===== src/rtl/aib_avmm_arb.sv =====
// Two-port round-robin arbiter and sequencer for the channel-config AVMM bus.
// Runs one transaction at a time and aborts any transaction that outlives TIMEOUT cycles.
module aib_avmm_arb #(
    parameter int unsigned ADDR_WIDTH = 17,
    parameter int unsigned TIMEOUT    = 255
) (
    input  logic                  clk,
    input  logic                  reset,
    input  logic                  m0_write,
    input  logic                  m0_read,
    input  logic [ADDR_WIDTH-1:0] m0_addr,
    input  logic [31:0]           m0_wdata,
    input  logic [3:0]            m0_byte_en,
    output logic                  m0_waitreq,
    output logic [31:0]           m0_rdata,
    output logic                  m0_rdatavld,
    input  logic                  m1_write,
    input  logic                  m1_read,
    input  logic [ADDR_WIDTH-1:0] m1_addr,
    input  logic [31:0]           m1_wdata,
    input  logic [3:0]            m1_byte_en,
    output logic                  m1_waitreq,
    output logic [31:0]           m1_rdata,
    output logic                  m1_rdatavld,
    output logic                  avmm_write,
    output logic                  avmm_read,
    output logic [ADDR_WIDTH-1:0] avmm_addr,
    output logic [31:0]           avmm_wdata,
    output logic [3:0]            avmm_byte_en,
    input  logic                  avmm_waitreq,
    input  logic [31:0]           avmm_rdata,
    input  logic                  avmm_rdatavld,
    output logic                  timeout_err,
    output logic                  busy
);

    localparam int unsigned CNT_W = 16;

    typedef enum logic [1:0] {IDLE, ISSUE, RDWAIT, RESP} state_t;

    state_t             state;
    logic               rr_ptr;
    logic               cur;
    logic               is_read;
    logic [CNT_W-1:0]   tcnt;
    logic [CNT_W-1:0]   tcnt_inc;
    logic               timed_out;
    logic               req0;
    logic               req1;
    logic               gnt_valid;
    logic               gnt_sel;
    logic               sel_write;
    logic               wr_done;
    logic               rd_ok;
    logic               abort;
    logic               deliver;
    logic [31:0]        rd_data;

    // Grant decode; a requester is only acknowledged while idle and out of reset.
    always_comb begin
        req0      = m0_read | m0_write;
        req1      = m1_read | m1_write;
        gnt_valid = !reset && (state == IDLE) && (req0 || req1);
        gnt_sel   = (req0 && req1) ? rr_ptr : req1;
        sel_write = gnt_sel ? m1_write : m0_write;
    end

    assign m0_waitreq = !(gnt_valid && !gnt_sel);
    assign m1_waitreq = !(gnt_valid && gnt_sel);
    assign busy       = (state != IDLE);

    // Completion beats timeout; a read accepted without data at the limit still aborts.
    always_comb begin
        tcnt_inc  = tcnt + CNT_W'(1);
        timed_out = (tcnt_inc == CNT_W'(TIMEOUT));
        wr_done   = (state == ISSUE) && !is_read && !avmm_waitreq;
        rd_ok     = is_read && avmm_rdatavld &&
                    (((state == ISSUE) && !avmm_waitreq) || (state == RDWAIT));
        abort     = ((state == ISSUE) || (state == RDWAIT)) && timed_out && !wr_done && !rd_ok;
        deliver   = rd_ok || (abort && is_read);
        rd_data   = rd_ok ? avmm_rdata : 32'h0;
    end

    always_ff @(posedge clk or posedge reset) begin
        if (reset) begin
            state        <= IDLE;
            rr_ptr       <= 1'b0;
            cur          <= 1'b0;
            is_read      <= 1'b0;
            tcnt         <= '0;
            avmm_write   <= 1'b0;
            avmm_read    <= 1'b0;
            avmm_addr    <= '0;
            avmm_wdata   <= '0;
            avmm_byte_en <= '0;
            m0_rdata     <= '0;
            m1_rdata     <= '0;
            m0_rdatavld  <= 1'b0;
            m1_rdatavld  <= 1'b0;
            timeout_err  <= 1'b0;
        end else begin
            m0_rdatavld <= 1'b0;
            m1_rdatavld <= 1'b0;
            timeout_err <= abort;
            if ((state == ISSUE) || (state == RDWAIT)) begin
                tcnt <= tcnt_inc;
            end
            case (state)
                IDLE: begin
                    if (gnt_valid) begin
                        cur          <= gnt_sel;
                        rr_ptr       <= ~gnt_sel;
                        tcnt         <= '0;
                        is_read      <= !sel_write;
                        avmm_write   <= sel_write;
                        avmm_read    <= !sel_write;
                        avmm_addr    <= gnt_sel ? m1_addr : m0_addr;
                        avmm_wdata   <= gnt_sel ? m1_wdata : m0_wdata;
                        avmm_byte_en <= gnt_sel ? m1_byte_en : m0_byte_en;
                        state        <= ISSUE;
                    end
                end
                ISSUE: begin
                    if (!avmm_waitreq || abort) begin
                        avmm_write <= 1'b0;
                        avmm_read  <= 1'b0;
                    end
                    if (deliver) begin
                        state <= RESP;
                    end else if (wr_done || abort) begin
                        state <= IDLE;
                    end else if (!avmm_waitreq) begin
                        state <= RDWAIT;
                    end
                end
                RDWAIT: begin
                    if (deliver) begin
                        state <= RESP;
                    end
                end
                RESP: begin
                    state <= IDLE;
                end
                default: begin
                    state <= IDLE;
                end
            endcase
            // Response data lands in the granted port only; the other port keeps its last read.
            if (deliver) begin
                if (cur) begin
                    m1_rdata    <= rd_data;
                    m1_rdatavld <= 1'b1;
                end else begin
                    m0_rdata    <= rd_data;
                    m0_rdatavld <= 1'b1;
                end
            end
        end
    end

endmodule


===== config.mk =====
export PLATFORM = sky130hd
export DESIGN_NAME = aib_avmm_arb
export DESIGN_NICKNAME = d
export VERILOG_FILES = /design/src/rtl/aib_avmm_arb.sv
export SDC_FILE = /design/constraint.sdc
export NUM_CORES = 1
export LEC_CHECK = 0
export ABC_CLOCK_PERIOD_IN_PS = 5700
export BUFFER_PORTS_ARGS = -buffer_cell sky130_fd_sc_hd__buf_2
export CAP_MARGIN = 20
export CORE_ASPECT_RATIO = 2
export CORE_MARGIN = 4
export CORE_UTILIZATION = 30
export DETAILED_ROUTE_END_ITERATION = 7
export SLEW_MARGIN = 25
export SYNTH_ARGS = -nofsm -noshare
export SYNTH_HDL_FRONTEND = slang
export SYNTH_SLANG_ARGS = --single-unit

===== constraint.sdc =====
create_clock -name clk -period 5.7 [get_ports clk]
set_input_delay 0.285 -clock clk [delete_from_list [all_inputs] [get_ports clk]]
set_output_delay 0.285 -clock clk [all_outputs]
set_load 0.05 [all_outputs]

==> run metrics, run 1 <==
core footprint=between 0.02 and 0.025 sq mm; cell area after synthesis=approximately 0.0061 sq mm; Required @ worst endpoint=between 5 and 6 ns; Die Y=210 microns; Max Freq=approximately 0.3 GHz; top cells by area, synth=dfrtp_1 58%, a22o_1 9.1%, nand2_1 7.5%, a22oi_1 6.5%, nor2_1 1.8%; EDFF count, synth=0; synthesis-to-layout area growth=36.3%; family with the most delay on the worst path=buffers and inverters; Int Pwr=2.88 mW; Residual DRC=0; Resized Gates After CTS=0; Synth top area share=0.583; Syn. warnings=0; clk_skew=between 0.009 and 0.01 ns; Worst Hold Class=input port to async pin; ys flop type=dfrtp_1; filler cell count=between 2,000 and 2,500; Vias/cell=about 4.9; CTS Sinks=approximately 140; Startpoint Class=flip-flop; total CTS buffers=17; switching portion of total power=0.489; Nets=977; vias in the first global route=between 5,000 and 6,000; Switching Power=around 2.8 mW; clk slew on worst S/H paths=0.06 ns; CTS HTree Levels=4; CTS tree=done; DRT iter0 DRCs=263; initial antenna violation count=1; Slew @ Worst Pin=between 0.6 and 0.7 ns; Reg2Reg Launch Point=state[0]; FFs w/ async S/R, synth=1.00; grt total ovfl=0; WP buf/inv=5; later-pin clock latency in the skew report=between 0.4 and 0.5 ns; sequential power share=0.301; die span in x=109 microns; critical path type=flip-flop to output pin; setup TNS=0 ns; CP Cell Sequence=inv_1 -> ha_1 -> inv_1 -> a211o_4 -> nor2_4 -> buf_4 -> inv_1 -> buf_2; Antenna Diode Count=0; Vias=around 5,400; Slowest cell on crit path=a211o_4; crit end category=output pin; worst reg-to-reg path cell count=9; routability cong.=0.832; Final setup viols=0; #FFs+latches synth=approximately 140; clk root buf=clkbuf_16; crit-path most repeated cell=inv_1; CP Depth=8; CTS max path bufs=2; outcome=complete, no violations; first-pass GRT wire length=between 20,000 and 30,000 microns; Synth Area per Inst=10.8 sq um; Clock power frac=0.207; delay of the slowest cell on the worst path=0.55 ns; relative slew slack=0.553; final worst slack=2.31 ns; pre-CTS WS=approximately 2.5 ns; num rows=73; Syn Nets=roughly 720; Critical Path Fanout Max=59; max-slew violation count=0; largest net degree at the start of global routing=between 70 and 80; Synth area leader=dfrtp_1; Worst setup endpoint=m1_waitreq; Period minus WS final=3.39 ns; r2r setup slk=approximately 2.8 ns; number of max-cap violations=0; HPWL after DPL=~13,000 microns; post-synth cell types=49; Avg WL per Cell=between 15 and 20 microns; DRT antenna net count=0; ratio of final minimum period to clock period=0.595; unrepaired setup endpoints after global routing=no; hold buffer count at CTS=0; final hold vios=0; Worst Path Arrival=3.11 ns; Pleak=4.28 nW; WL final=around 18,000 microns; layout cells sized above 1=0.385; global router's overall resource usage=0.160; Ports=around 270; Max VDD drop=between 200 and 300 uV; sequential share of the synthesized area=0.583; die area=roughly 0.023 sq mm; post-CTS setup buffer count=0; Initial Util=0.307; power density over cell area=roughly 670 mW/mm^2; Port-buffer cells=270; part of the power in combinational logic=0.492; worst r2r dst=m0_rdata[8]; Detailed Routing Iterations Pass 1=4; cells after synthesis=570
[routing by layer]
metal	routed length, microns	GRT usage	vias up
met3	1050	0.0319	47
met5	7	0	-
met2	9750	0.281	199
met4	722	0.0889	2
li1	-	-	2554
met1	6740	0.176	2628
[synth_stat cells, types with 6 or more instances]
cell and count:
a21oi_1 6, a22o_1 64, a22oi_1 53, buf_2 10
clkbuf_1 25, dfrtp_1 143, inv_1 10, nand2_1 122
nand3_1 9, nand4_1 8, nor2_1 29, nor3_1 7
o21ai_0 6, xnor2_1 8, xor2_1 8
[stage by stage]
step            util  instance area [sq um]  hold WS [ns]  instances  power, mW
5_1_grt        0.418                   8370        0.0349       1101       5.93
3_5_place_dp   0.386                   7710         0.465       1068       4.51
3_3_place_gp   0.385                   7690         0.471       1067       4.47
6_report       0.418                   8370       0.00832       1101       5.63
2_1_floorplan      -                   6140         0.390        570       3.79
4_1_cts        0.417                   8340       0.00948       1100       5.70
[final cells by class]
class | instances | area (sq um) | share of cell area
clock inverter | 14 | 181 | 0.0217
clock buffer | 18 | 439 | 0.0525
timing repair buffer | 279 | 1450 | 0.173
tap | 262 | 328 | 0.0392
multi-input combinational | 375 | 2350 | 0.281
sequential | 143 | 3580 | 0.428
inverter | 10 | 42.5 | 0.00508
[sequential cells by signal, indices dropped and copies added, names as in the netlist, named ones only]
| register | count |
|---|---|
| avmm_wdata | 32 |
| tcnt | 16 |
| state | 1 |
| m1_rdata | 32 |
| rr_ptr | 1 |
| m0_rdatavld | 1 |
| is_read | 1 |
| m0_rdata | 32 |
| timeout_err | 1 |
| avmm_write | 1 |
| m1_rdatavld | 1 |
| avmm_addr | 17 |
| avmm_byte_en | 4 |
| avmm_read | 1 |
| cur | 1 |
[how the worst min path moves through the flow]
stage | from | end | cells past startpoint | slack, ns
after floorplan | m1_addr[0] | avmm_addr[0] | 2 | 0.39
after global placement | reset | rr_ptr | 2 | 0.47
after detailed placement | reset | rr_ptr | 2 | 0.47
after CTS | reset | tcnt[3] | 2 | 0.009
after global routing | m1_wdata[20] | avmm_wdata[20] | 3 | 0.03
final | reset | tcnt[13] | 2 | 0.008
[cell families after synthesis]
logic type / after synthesis / share of synthesized area
simple gates: 198 / 0.139
xor+xnor: 16 / 0.0228
flops: 143 / 0.583
buf+inv: 52 / 0.0395
fa+ha+maj: 5 / 0.0102
mux: 3 / 0.00530
compound gates: 153 / 0.200
[cell usage in the layout, fill, tap and decap left out, types with 2 or more instances in the layout]
cell / n
clkinv_4: 3
or3_1: 2
a31oi_1: 3
o22ai_1: 2
inv_6: 4
nor2_1: 27
o2bb2ai_1: 2
ha_1: 5
nand3_1: 9
nand2b_1: 3
nor3_1: 7
and2_1: 3
o211ai_1: 3
o21ai_1: 2
and3_1: 4
bufinv_16: 3
clkinvlp_4: 3
buf_4: 7
xnor2_1: 8
a22oi_1: 53
nor2b_4: 2
xor2_1: 8
buf_2: 270
nand4_1: 8
inv_1: 9
nand2_1: 122
a22o_1: 64
o21ai_0: 6
clkbuf_16: 17
a21oi_1: 6
dfrtp_1: 143
mux2_2: 2
nor2b_1: 3
nor4_1: 2
[worst register-to-register path: cells and delay by family (launching register included)]
| family | cells | cell delay [ns] |
|---|---|---|
| adder cells (fa/ha/maj) | 1 | 0.60 |
| buffers and inverters | 2 | 0.34 |
| AO/OA/AOI/OAI | 4 | 1.10 |
| AND/OR/NAND/NOR | 2 | 0.40 |
| flip-flops | 1 | 0.38 |
[power by group through the flow]
stage                     combinational [mW]  clock [mW]  sequential (mW)
after floorplan                        0.815           0             2.98
after global placement                  2.76           0             1.71
after detailed placement                2.80           0             1.71
after CTS                               2.80        1.21             1.70
after global routing                    2.94        1.24             1.75
final                                   2.77        1.17             1.70
No activity file was read; power rests on OpenSTA's default activity.
==> run 2: changes to the inputs <==
- ABC_CLOCK_PERIOD_IN_PS: 5700 -> 2800
- clock period: 5.7 -> 2.8 ns (I/O delays scaled with it)
==> run 2 against run 1 <==
Effect of this change: combinational power rose by 140%; via count up 11%; hold slack improved by 0.18 ns; sequential power rose by 100%; sequential share of layout area shrank 6.4 points; cell count increased by 14%; critical path depth rose by 1; utilization rose by 7.4 points; cell area is 18% higher; worst setup slack got worse by 2.1 ns; global-route usage grew 1.6 points; power rose by 120%; largest cell class unchanged.
==> run metrics, run 2 (synthesized netlist as in run 1, its figures left out) <==
outcome=complete, no violations (unchanged); clk slew on worst S/H paths=0.06 ns (about the same); Post-DP Area=0.00786 sq mm (was 0.00771 sq mm); delay of the slowest cell on the worst path=0.54 ns (was 0.55 ns); ratio of final minimum period to clock period=0.941; Port-buffer cells=270 (unchanged); CTS HTree Levels=4 (unchanged); Nets=1,128 (was 977); Vias/cell=4.81 (was 4.93); Ports=271 (unchanged); core footprint=0.0200 sq mm (unchanged); unrepaired setup endpoints after global routing=no (unchanged); r2r setup slk=0.17 ns (was 2.76 ns); Max Freq=between 0.3 and 0.4 GHz; CTS max path bufs=2 (unchanged); Required @ worst endpoint=3.16 ns (was 5.41 ns); DRT antenna net count=0 (unchanged); die area=0.0230 sq mm (unchanged); global router's overall resource usage=0.176 (was 0.160); HPWL after DPL=13,600 microns (was 13,500 microns); cell area after layout=0.00984 sq mm (was 0.00837 sq mm); Critical Path Fanout Max=35 (was 59); first-pass GRT wire length=31,800 microns (was 28,700 microns); family with the most delay on the worst path=buffers and inverters (unchanged); Residual DRC=0 (unchanged); Reg2Reg Launch Point=state[0] (unchanged); crit end category=flip-flop (was output pin); biggest regs=avmm_wdata x32, m0_rdata x32, m1_rdata x32 (unchanged); Slew @ Worst Pin=0.751 ns (was 0.670 ns); Final setup viols=0 (unchanged); most frequent cells in the layout=270 x buf_2, 143 x dfrtp_1, 139 x dlygate4sd3_1 (was 270 x buf_2, 143 x dfrtp_1, 122 x nand2_1); number of max-cap violations=0 (unchanged); initial antenna violation count=2 (was 1); hold path start=m1_read; Worst Path Arrival=2.99 ns (was 3.11 ns); critical path type=flip-flop to flip-flop (was flip-flop to output pin); Hold EP=rr_ptr; synthesis-to-layout area growth=60.3% (was 36.3%); worst reg-to-reg path cell count=9 (unchanged); routability cong.=0.793 (was 0.832); later-pin clock latency in the skew report=0.42 ns (was 0.41 ns); Slowest cell on crit path=dlygate4sd3_1 (was a211o_4); WL final=20,200 microns (was 18,300 microns); largest net degree at the start of global routing=55 (was 74); Detailed Routing Iterations Pass 1=5 (was 4); Avg WL per Cell=16.1 microns (was 16.6 microns); most common cell after layout, fill and taps aside=buf_2 (unchanged); final hold vios=0 (unchanged); max-slew violation count=0 (unchanged); Worst Hold Class=input port to flip-flop (was input port to async pin); Vias=6,024 (was 5,430); Pleak=4.97 nW (was 4.28 nW); clk_skew=0.0130 ns (was 0.00973 ns); relative slew slack=0.498 (was 0.553); total CTS buffers=17 (unchanged); power density over cell area=1230 mW/mm^2 (was 673 mW/mm^2); Initial Util=0.307 (unchanged); CTS tree=done (unchanged); worst r2r dst=avmm_wdata[9] (was m0_rdata[8]); Hold Path Cell Cnt=4; CP Cell Sequence=inv_1 -> ha_1 -> inv_1 -> a211o_2 -> nor2b_4 -> buf_4 -> a22oi_1 -> nand2_1 -> dlygate4sd3_1 (was inv_1 -> ha_1 -> inv_1 -> a211o_4 -> nor2_4 -> buf_4 -> inv_1 -> buf_2); final worst slack=0.166 ns (was 2.31 ns); die span in x=109 microns (unchanged); grt total ovfl=0 (unchanged); DRT iter0 DRCs=302 (was 263); crit-path most repeated cell=inv_1 (unchanged); clk root buf=clkbuf_16 (unchanged); num rows=73 (unchanged); Period minus WS final=2.63 ns; pre-CTS WS=0.137 ns (was 2.49 ns); Die Y=210 microns (unchanged); Max VDD drop=569 uV (was 293 uV); CTS Sinks=143 (unchanged); WP buf/inv=4 (was 5); setup TNS=0 ns (unchanged); layout cells sized above 1=0.339 (was 0.385); vias in the first global route=6,258 (was 5,597); Startpoint Class=flip-flop (unchanged)
-- run 2: cell types whose count changed in the layout (fill, tap and decap cells not counted), moves of 2 or more --
cell	change
buf_12	+4
bufinv_16	-3
clkinv_4	+2
inv_8	+2
inv_6	-2
buf_4	+8
dlygate4sd3_1	+139
-- run 2: per-stage QoR --
step,std cells,utilization,power [mW],hold WS (ns)
floorplan,570,-,7.72,0.245
global placement,1081,0.393,9.21,0.326
detailed placement,1081,0.393,9.28,0.333
CTS,1252,0.492,12.2,0.166
global route,1253,0.492,12.8,0.194
finish,1253,0.492,12.1,0.183
-- run 2: power breakdown --
part / total [mW] / internal (mW) / switching (mW)
registers: 3.40 / 2.91 / 0.495
clock network: 2.18 / 1.22 / 0.962
logic: 6.56 / 2.20 / 4.35
-- run 2: layout make-up --
class,count,area [sq um]
Fill cell,1813,10200
Sequential cell,143,3580
Timing Repair Buffer,430,2970
Multi-Input combinational cell,375,2350
Clock buffer,19,453
Tap cell,262,328
Clock inverter,13,126
Inverter,10,41.3
Antenna cell,1,2.50
-- run 2: layer usage --
metal | vias up | global-route usage | routed length (microns)
li1 | 2855 | - | -
met1 | 2916 | 0.193 | 7420
met2 | 212 | 0.319 | 11000
met3 | 39 | 0.0377 | 1150
met4 | 2 | 0.0776 | 609
met5 | - | 0 | 13
-- run 2: worst reg2reg max path: cells and delay by family, from the launching register on --
family / cells / cell delay (ns)
buffers and inverters: 4 / 1.15
AOI/OAI and AO/OA: 2 / 0.59
and+or+nand+nor: 2 / 0.24
adders and majority gates: 1 / 0.20
DFF: 1 / 0.40
-- run 2: worst max-delay path by stage --
stage | start | endpoint | slack, ns | cells past startpoint
global route | tcnt[1] | m0_rdata[5] | 0.03 | 9
detailed placement | tcnt[1] | m0_rdata[12] | 0.14 | 9
finish | state[0] | avmm_wdata[9] | 0.17 | 9
global placement | tcnt[0] | m0_rdata[4] | 0.21 | 9
CTS | tcnt[1] | m0_rdata[12] | 0.13 | 9
floorplan | tcnt[0] | m0_rdata[0] | 0.24 | 10
-- run 2: timing repair --
| action | 4_1_cts | 5_1_grt |
|---|---|---|
| endpoints found under the setup margin | 0 | 34 |
| gates resized for setup | 0 | 2 |
| endpoints found under the hold margin | 144 | 0 |
| hold buffers | 139 | 0 |
| setup buffers | 0 | 0 |
==> run 3: changes to the inputs <==
- CTS_BUF_LIST: not set -> sky130_fd_sc_hd__clkbuf_2 sky130_fd_sc_hd__clkbuf_4 sky130_fd_sc_hd__clkbuf_8
==> run 3 against run 2 <==
Effect of this change: die area stayed put; register-to-register slack hardly changed; routed wire length down 0.51%; via count decreased by 0.56%; clock-buffer cell count stayed put; combinational power is essentially flat; largest power group unchanged; highest routed layer unchanged.
==> run metrics, run 3 (synthesized netlist as in run 1, its figures left out) <==
pre-CTS WS=0.137 ns (unchanged); largest net degree at the start of global routing=55 (unchanged); Vias/cell=4.78 (was 4.81); routability cong.=0.793 (unchanged); final hold vios=0 (unchanged); global router's overall resource usage=0.176 (about the same); Cell Count, Final, Fillers Out=1,253 (unchanged); Startpoint Class=flip-flop (unchanged); clk_skew=0.0137 ns (was 0.0130 ns); Pleak=4.88 nW (was 4.97 nW); die area=0.0230 sq mm (unchanged); synthesis-to-layout area growth=57.2% (was 60.3%); Worst Path Arrival=3.02 ns (was 2.99 ns); cell area after layout=0.00965 sq mm (was 0.00984 sq mm); DRT iter0 DRCs=260 (was 302); ratio of final minimum period to clock period=0.945 (was 0.941); Die Y=210 microns (unchanged); switching portion of total power=0.497 (was 0.479); CTS max path bufs=2 (unchanged); critical path type=flip-flop to flip-flop (unchanged); number of max-cap violations=0 (unchanged); Vias=5,990 (was 6,024); most common cell after layout, fill and taps aside=buf_2 (unchanged); Nets=1,128 (unchanged); Cells after DPL=1,081 (unchanged); Int Pwr=5.80 mW (was 6.33 mW); Hold Path Cell Cnt=4 (unchanged); final worst slack=0.154 ns (was 0.166 ns); Critical Path Fanout Max=35 (unchanged); Final setup viols=0 (unchanged); Hold Slack=0.153 ns (was 0.183 ns); most frequent cells in the layout=270 x buf_2, 143 x dfrtp_1, 139 x dlygate4sd3_1 (unchanged); CTS tree=done (unchanged); Ports=271 (unchanged); relative slew slack=0.503 (was 0.498); Post-DP Area=0.00786 sq mm (unchanged); Worst Hold Class=input port to flip-flop (unchanged); num rows=73 (unchanged); crit end category=flip-flop (unchanged); CTS HTree Levels=4 (unchanged); WL final=20,100 microns (was 20,200 microns); Switching Power=5.73 mW (was 5.81 mW); vias in the first global route=6,298 (was 6,258); Max Freq=0.378 GHz (was 0.380 GHz); Avg WL per Cell=16.1 microns (about the same); Period minus WS final=2.65 ns (was 2.63 ns); die span in x=109 microns (unchanged); unrepaired setup endpoints after global routing=no (unchanged); hold path start=m1_read (unchanged); power density over cell area=1190 mW/mm^2 (was 1230 mW/mm^2); CTS Sinks=143 (unchanged); part of the power in combinational logic=0.568 (was 0.540); sequential power share=0.295 (was 0.280); core footprint=0.0200 sq mm (unchanged); source of the critical timing path=state[0] (unchanged); DRT antenna net count=0 (unchanged); Slew @ Worst Pin=0.744 ns (was 0.751 ns); Clock power frac=0.137 (was 0.180); Initial Util=0.307 (unchanged); clk root buf=clkbuf_8 (was clkbuf_16); max-slew violation count=0 (unchanged); HPWL after DPL=13,600 microns (unchanged); Reg2Reg Launch Point=state[0] (unchanged); layout cells sized above 1=0.339 (unchanged); Detailed Routing Iterations Pass 1=4 (was 5); clk slew on worst S/H paths=0.08 ns (was 0.06 ns); biggest regs=avmm_wdata x32, m0_rdata x32, m1_rdata x32 (unchanged); Max VDD drop=583 uV (was 569 uV); setup TNS=0 ns (unchanged); later-pin clock latency in the skew report=0.44 ns (was 0.42 ns); initial antenna violation count=2 (unchanged); Port-buffer cells=270 (unchanged); total CTS buffers=17 (unchanged); Residual DRC=0 (unchanged); grt total ovfl=0 (unchanged); Required @ worst endpoint=3.18 ns (was 3.16 ns); worst reg-to-reg path cell count=9 (unchanged); first-pass GRT wire length=31,700 microns (was 31,800 microns); outcome=complete, no violations (unchanged)
run 3: cell counts in the layout (fill, tap and decap cells not counted):
Identical to the previous run, type by type.
run 3: cell type report:
class	count	area, sq um
Clock buffer	19	262
Fill cell	1834	10300
Multi-Input combinational cell	375	2350
Timing Repair Buffer	430	2970
Antenna cell	1	2.50
Tap cell	262	328
Sequential cell	143	3580
Clock inverter	13	126
Inverter	10	41.3
run 3: worst max-delay path, cell delays in order, from the launching register on:
cell	delay [ns]
dfrtp_1	0.41
inv_1	0.11
ha_1	0.20
inv_1	0.14
a211o_2	0.40
nor2b_4	0.14
buf_4	0.36
a22oi_1	0.14
nand2_1	0.10
dlygate4sd3_1	0.54
run 3: power groups by stage:
| stage | clock, mW | combinational, mW | sequential, mW |
|---|---|---|---|
| finish | 1.58 | 6.55 | 3.40 |
| floorplan | 0 | 1.66 | 6.07 |
| global placement | 0 | 5.77 | 3.44 |
| global route | 1.75 | 6.93 | 3.50 |
| CTS | 1.67 | 6.57 | 3.40 |
| detailed placement | 0 | 5.86 | 3.42 |
run 3: layer usage:
metal	wire (microns)	GRT usage	part of all wire
met5	13	0	0.00065
met4	570	0.0785	0.028
met3	1140	0.0368	0.057
met2	11100	0.324	0.55
met1	7290	0.187	0.36
run 3: timing repair:
| item | in CTS | in global routing |
|---|---|---|
| hold buffers | 139 | 0 |
| hold endpoints to repair | 144 | 0 |
| setup buffers | 0 | 0 |
| resized for setup | 0 | 2 |
| setup endpoints to repair | 0 | 35 |
run 3: final timing paths:
check	endpoint	slack, ns
worst max-delay path	avmm_wdata[16]	0.15
worst min-delay path	rr_ptr	0.15
worst max register to register	avmm_wdata[16]	0.15
worst min register to register	m1_rdata[26]	0.50
max in group asynchronous	m0_rdata[23]	1.69
min in group asynchronous	avmm_wdata[20]	0.39
run 3: stage by stage:
step / utilization / power, mW
after floorplan: - / 7.72
after global placement: 0.393 / 9.21
after detailed placement: 0.393 / 9.28
after CTS: 0.482 / 11.6
after global routing: 0.483 / 12.2
final: 0.483 / 11.5
